===== src/rtl/pwm_ramp_ctrl.sv =====
// pwm_ramp_ctrl: slew-rate limiter for the PWM duty input.
// Accepts a target duty over valid/ready and walks o_duty_out toward it in
// steps of at most STEP, only on ramp events (every RAMP_DIV-th period start),
// so the PWM generator never sees a mid-period duty change.
// Optional feature macro: PWM_ESTOP_EN adds the i_estop port and ESTOP state.
module pwm_ramp_ctrl #(
    parameter int DUTY_W   = 8,
    parameter int PERIOD   = 131072,
    parameter int STEP     = 1,
    parameter int RAMP_DIV = 1
) (
    input  logic              i_clk,
    input  logic              i_rst_n,
    input  logic              i_tgt_valid,
    output logic              o_tgt_ready,
    input  logic [DUTY_W-1:0] i_tgt_duty,
`ifdef PWM_ESTOP_EN
    input  logic              i_estop,
`endif
    output logic [DUTY_W-1:0] o_duty_out,
    output logic              o_period_start,
    output logic              o_busy,
    output logic              o_done
);

    localparam int CNT_W = $clog2(PERIOD);
    localparam int DIV_W = (RAMP_DIV > 1) ? $clog2(RAMP_DIV) : 1;
    localparam logic [DUTY_W:0] STEP_X = (DUTY_W + 1)'(STEP);

`ifdef PWM_ESTOP_EN
    typedef enum logic [1:0] {S_IDLE, S_UP, S_DOWN, S_ESTOP} state_t;
`else
    typedef enum logic [1:0] {S_IDLE, S_UP, S_DOWN} state_t;
`endif

    state_t              r_state;
    logic [CNT_W-1:0]    r_cnt;
    logic [DIV_W-1:0]    r_div;
    logic                r_period_start;
    logic [DUTY_W-1:0]   r_duty;
    logic [DUTY_W-1:0]   r_tgt;
    logic                r_ready;
    logic                r_busy;
    logic                r_done;

    logic                w_wrap;
    logic                w_event;
    logic                w_accept;
    logic [DUTY_W-1:0]   w_tgt_nxt;
    logic [DUTY_W-1:0]   w_duty_nxt;
    logic                w_stepped;

    // Step up by min(STEP, gap); the extra bit keeps the gap and sum from wrapping.
    function automatic logic [DUTY_W-1:0] f_step_up(input logic [DUTY_W-1:0] cur,
                                                    input logic [DUTY_W-1:0] tgt);
        logic [DUTY_W:0] gap;
        logic [DUTY_W:0] inc;
        logic [DUTY_W:0] sum;
        gap = {1'b0, tgt} - {1'b0, cur};
        inc = (gap < STEP_X) ? gap : STEP_X;
        sum = {1'b0, cur} + inc;
        return DUTY_W'(sum);
    endfunction

    // Step down by min(STEP, gap); never goes below the target, so never below 0.
    function automatic logic [DUTY_W-1:0] f_step_down(input logic [DUTY_W-1:0] cur,
                                                      input logic [DUTY_W-1:0] tgt);
        logic [DUTY_W:0] gap;
        logic [DUTY_W:0] dec;
        logic [DUTY_W:0] dif;
        gap = {1'b0, cur} - {1'b0, tgt};
        dec = (gap < STEP_X) ? gap : STEP_X;
        dif = {1'b0, cur} - dec;
        return DUTY_W'(dif);
    endfunction

    // Next-value logic: ramp event detection, handshake and the duty step.
    always_comb begin
        w_wrap     = (r_cnt == CNT_W'(PERIOD - 1));
        w_event    = w_wrap && (r_div == DIV_W'(RAMP_DIV - 1));
        w_accept   = i_tgt_valid && r_ready;
        w_tgt_nxt  = w_accept ? i_tgt_duty : r_tgt;
        w_duty_nxt = r_duty;
        // The step always uses the target held before this clock, so a target
        // accepted on the event clock only takes effect from the next event.
        if (w_event) begin
            case (r_state)
                S_UP:    w_duty_nxt = f_step_up(r_duty, r_tgt);
                S_DOWN:  w_duty_nxt = f_step_down(r_duty, r_tgt);
                default: w_duty_nxt = r_duty;
            endcase
        end
        w_stepped  = (w_duty_nxt != r_duty);
    end

    // Period and ramp-divider counters; they keep running through an estop.
    always_ff @(posedge i_clk) begin
        if (!i_rst_n) begin
            r_cnt          <= '0;
            r_div          <= '0;
            r_period_start <= 1'b0;
        end else begin
            r_cnt          <= w_wrap ? '0 : r_cnt + CNT_W'(1);
            r_period_start <= w_wrap;
            if (w_wrap) begin
                r_div <= (r_div == DIV_W'(RAMP_DIV - 1)) ? '0 : r_div + DIV_W'(1);
            end
        end
    end

    // Ramp FSM: state follows target vs duty after this clock's updates.
    always_ff @(posedge i_clk) begin
        if (!i_rst_n) begin
            r_state <= S_IDLE;
            r_duty  <= '0;
            r_tgt   <= '0;
            r_ready <= 1'b0;
            r_busy  <= 1'b0;
            r_done  <= 1'b0;
`ifdef PWM_ESTOP_EN
        end else if (i_estop) begin
            r_state <= S_ESTOP;
            r_duty  <= '0;
            r_tgt   <= '0;
            r_ready <= 1'b0;
            r_busy  <= 1'b0;
            r_done  <= 1'b0;
`endif
        end else begin
            r_duty  <= w_duty_nxt;
            r_tgt   <= w_tgt_nxt;
            r_ready <= 1'b1;
            r_done  <= w_stepped && (w_duty_nxt == w_tgt_nxt);
            if (w_tgt_nxt > w_duty_nxt) begin
                r_state <= S_UP;
                r_busy  <= 1'b1;
            end else if (w_tgt_nxt < w_duty_nxt) begin
                r_state <= S_DOWN;
                r_busy  <= 1'b1;
            end else begin
                r_state <= S_IDLE;
                r_busy  <= 1'b0;
            end
        end
    end

    assign o_tgt_ready    = r_ready;
    assign o_duty_out     = r_duty;
    assign o_period_start = r_period_start;
    assign o_busy         = r_busy;
    assign o_done         = r_done;

endmodule


===== config.mk =====
export PLATFORM = sky130hd
export DESIGN_NAME = pwm_ramp_ctrl
export DESIGN_NICKNAME = d
export VERILOG_FILES = /design/src/rtl/pwm_ramp_ctrl.sv
export SDC_FILE = /design/constraint.sdc
export NUM_CORES = 1
export LEC_CHECK = 0
export BUFFER_PORTS_ARGS = -buffer_cell sky130_fd_sc_hd__buf_4
export CAP_MARGIN = 5
export CORE_ASPECT_RATIO = 1.4
export CORE_MARGIN = 2
export CORE_UTILIZATION = 55
export CTS_CLUSTER_SIZE = 12
export DETAILED_ROUTE_END_ITERATION = 12
export PLACE_DENSITY = 0.77
export SLEW_MARGIN = 10
export SYNTH_ARGS = -nofsm -noshare
export SYNTH_HDL_FRONTEND = slang
export SYNTH_SLANG_ARGS = --single-unit

===== constraint.sdc =====
create_clock -name i_clk -period 4.8 [get_ports i_clk]
set_input_delay 1.44 -clock i_clk [delete_from_list [all_inputs] [get_ports i_clk]]
set_output_delay 1.44 -clock i_clk [all_outputs]
set_load 0.1 [all_outputs]

==> impl_metrics.env <==
export IMPL_synth_main_ff_cell="dfxtp_1"
export IMPL_status="complete, but fails checks"
export IMPL_cellPowerDensity_mw_per_mm2=239
export IMPL_syn_num_nets=391
export IMPL_path_clk_slew_ns=0.08
export IMPL_dp_hpwl_mm=5.70
export IMPL_cts_sinks=39
export IMPL_power_w=0.000956
export IMPL_worst_slew_pin_slew_ns=0.713
export IMPL_maxSlewHeadroom_pct=52.5
export IMPL_cp_common_cell="ha_4"
export IMPL_detail_route_antenna_nets=0
export IMPL_ctsHoldBuffers=0
export IMPL_clockRootBuffer="clkbuf_8"
export IMPL_detail_route_wirelength_mm=8.32
export IMPL_hold_depth=1
export IMPL_fmax_mhz=201
export IMPL_postPlaceCellArea_mm2=0.00356
export IMPL_cp_max_fo=5
export IMPL_grt_total_usage_pct=28.7
export IMPL_wl_per_cell_um=16.6
export IMPL_ys_seq_area_share_pct=26.9
export IMPL_cts_buffers=5
export IMPL_worst_r2r_startpoint="o_duty_out[4]"
export IMPL_num_vias=2838
export IMPL_synth_edf_count=0
export IMPL_clock_path_buffers=2
export IMPL_setup_slack_ns=-0.186
export IMPL_setup_viol=4
export IMPL_required_ns=4.99
export IMPL_clk_latency_ns=0.30
export IMPL_maxSlewViolCount=0
export IMPL_ys_seq_elements=39
export IMPL_row_count=31
export IMPL_path_class="register to register"
export IMPL_die_h_um=89.9
export IMPL_grt_overflow=0
export IMPL_initial_utilization_pct=56.6
export IMPL_insertedDiodeCount=0
export IMPL_synthesis_area_mm2=0.00290
export IMPL_grt_pass1_vias=2869
export IMPL_rrSetupSlack_ns=-0.19
export IMPL_path_cells="inv_1 -> ha_4 -> a21oi_2 -> nor2b_2 -> a31o_2 -> a311o_2 -> or3_4 -> inv_2 -> ha_4 -> nand2_4 -> ha_4 -> nor2b_4 -> o2111ai_4 -> a41oi_2 -> or3_1 -> or4_4 -> nand3_4 -> xnor2_2 -> ha_1 -> nor2b_4 -> a221o_1 -> and3_1"
export IMPL_worst_ep_arrival_time_ns=5.18
export IMPL_crit_slowest_cell="or4_4"
export IMPL_vias_per_cell=5.68
export IMPL_layout_min_cycle_time_ns=4.99
export IMPL_finalClockSkew_ns=0.00613
export IMPL_gp_congestion=0.955
export IMPL_io_pins=23
export IMPL_syn2layout_area_growth_pct=37.9
export IMPL_cts_tree="done"
export IMPL_path_buf_inv=2
export IMPL_drv_cap=0
export IMPL_grt_start_max_net_pins=18
export IMPL_hold_start="r_cnt[0]"
export IMPL_whs_endpoint="r_cnt[0]"
export IMPL_hold_viol=0
export IMPL_fin_util_pct=78.1
export IMPL_port_buffers=22
export IMPL_holdCritPathClass="register to register"
export IMPL_violations="negative setup slack"
export IMPL_async_flop_share_pct=0
export IMPL_design_area_mm2=0.00400
export IMPL_vdd_ir_drop_max_uv=297
export IMPL_drc=0
export IMPL_p_leak_nw=1.77
export IMPL_htree_levels=2
export IMPL_drt_iter0_drc=131
export IMPL_antenna_found_initial=0
export IMPL_min_period_over_period_pct=104
export IMPL_rsz0062_at_grt="yes"
export IMPL_drive_above_1_share_pct=37.3
export IMPL_grt_pass1_wl_mm=13.1
export IMPL_die_area_mm2=0.00588
export IMPL_die_w_um=65.4
export IMPL_synth_cells=343
export IMPL_max_stage_delay_ns=0.43
export IMPL_yosysUniqueCellTypes=55
export IMPL_fin_hold_ws_ns=0.455
export IMPL_yosysWarningCount=0
export IMPL_cp_top_family="simple AND/OR/NAND/NOR gates"
export IMPL_core_area_mm2=0.00512
export IMPL_dr_pass1_iters=4
export IMPL_crit_path_start_kind="register"
export IMPL_timing_rr_end="r_state[0]"
export IMPL_finalNetCount=481
export IMPL_syn_area_per_cell_um2=8.45
export IMPL_reg2reg_depth=22
export IMPL_endpoint_kind="register"
## sequential cells by signal, summed over array words and instances (netlist names)
name            cells
o_busy              1
r_state             2
r_cnt              17
o_tgt_ready         1
o_period_start      1
r_tgt               8
o_done              1
o_duty_out          8
## synth_stat cells (2+ instances only)
master | n | area, um^2
mux2i_1 | 8 | 80.1
o211a_1 | 2 | 20.0
nor4_1 | 3 | 18.8
or3_1 | 6 | 37.5
a41oi_1 | 2 | 17.5
nor2b_1 | 9 | 56.3
inv_1 | 25 | 93.8
ha_1 | 34 | 425
and2_1 | 8 | 50.1
o31ai_1 | 2 | 15.0
xor2_1 | 13 | 114
nand4_1 | 4 | 25.0
xnor2_1 | 19 | 166
o21ai_0 | 11 | 55.1
o21a_1 | 9 | 67.6
dfxtp_1 | 39 | 781
nand2_1 | 17 | 63.8
clkbuf_1 | 6 | 22.5
nand2b_1 | 5 | 31.3
nor2_1 | 47 | 176
a21o_1 | 3 | 22.5
fa_1 | 3 | 60.1
mux2_2 | 7 | 78.8
o21ai_1 | 2 | 10.0
a21oi_1 | 13 | 65.1
o2111ai_1 | 2 | 17.5
nand3_1 | 9 | 45.0
a21boi_0 | 3 | 22.5
and3_1 | 3 | 18.8
or2_2 | 4 | 25.0
## per-layer routing
layer | GRT usage (%) | up-vias | part of all wire [%]
met5 | 0 | - | 0
met4 | 14.2 | 0 | 4.2
met3 | 4.51 | 26 | 4.0
met2 | 53.2 | 85 | 55
met1 | 30.3 | 1366 | 37
li1 | - | 1361 | -
## worst max-delay path by stage
stage | cells after the start | slack (ns) | to | startpoint
CTS | 23 | -0.18 | r_state[0] | r_tgt[0]
finish | 22 | -0.19 | r_state[0] | o_duty_out[4]
detailed placement | 22 | -0.26 | r_state[0] | o_duty_out[1]
floorplan | 20 | 0.007 | r_state[0] | o_duty_out[5]
global placement | 22 | -0.20 | r_state[0] | o_duty_out[4]
global route | 24 | -0.38 | r_state[0] | r_tgt[0]
## cell families after synthesis
group / after synthesis / share of synthesized area (%)
AO/OA/AOI/OAI: 61 / 14.6
flip-flops: 39 / 26.9
adder cells (fa/ha/maj): 37 / 16.7
multiplexers: 15 / 5.48
other: 1 / 0.129
AND/OR/NAND/NOR: 123 / 21.6
XOR/XNOR: 32 / 9.67
buffers and inverters: 35 / 4.83
## final cells by class
type	instances	area (um^2)
inverter	26	97.6
timing repair buffer	92	691
clock buffer	7	119
sequential	39	807
tap	66	82.6
fill	335	1120
multi-input combinational	269	2190
clock inverter	1	6.26
## cell usage in the layout (no fill, tap or decap), types with 6 or more instances in the layout
master	n
dfxtp_1	30
buf_4	92
nand3_1	9
xnor2_1	18
o21a_1	9
and2_1	8
o21ai_0	8
ha_4	6
mux2_2	7
ha_1	25
a21oi_1	11
mux2i_1	7
inv_1	21
nor2b_1	6
xor2_1	13
nand2_1	15
dfxtp_4	6
nor2_1	45
## report_power, final
group	internal, W	leakage (nW)	switching [W]
Clock	0.000166	0.0651	0.000123
Combinational	0.000165	1.38	0.000166
Sequential	0.000329	0.323	0.00000628
## per-stage QoR
step           TNS, ns  std cells  setup WS [ns]
3_5_place_dp    -0.644        474         -0.261
4_1_cts         -0.266        493         -0.178
2_1_floorplan        0        343        0.00745
3_3_place_gp    -0.450        474         -0.201
5_1_grt          -1.35        500         -0.380
6_report        -0.539        500         -0.186
## timing repair
action	4_1_cts	5_1_grt
gates resized for setup	24	14
setup endpoints to repair	4	4
pin swaps	22	16
buffers inserted	11	7
Power figures use the tool's default switching activity.
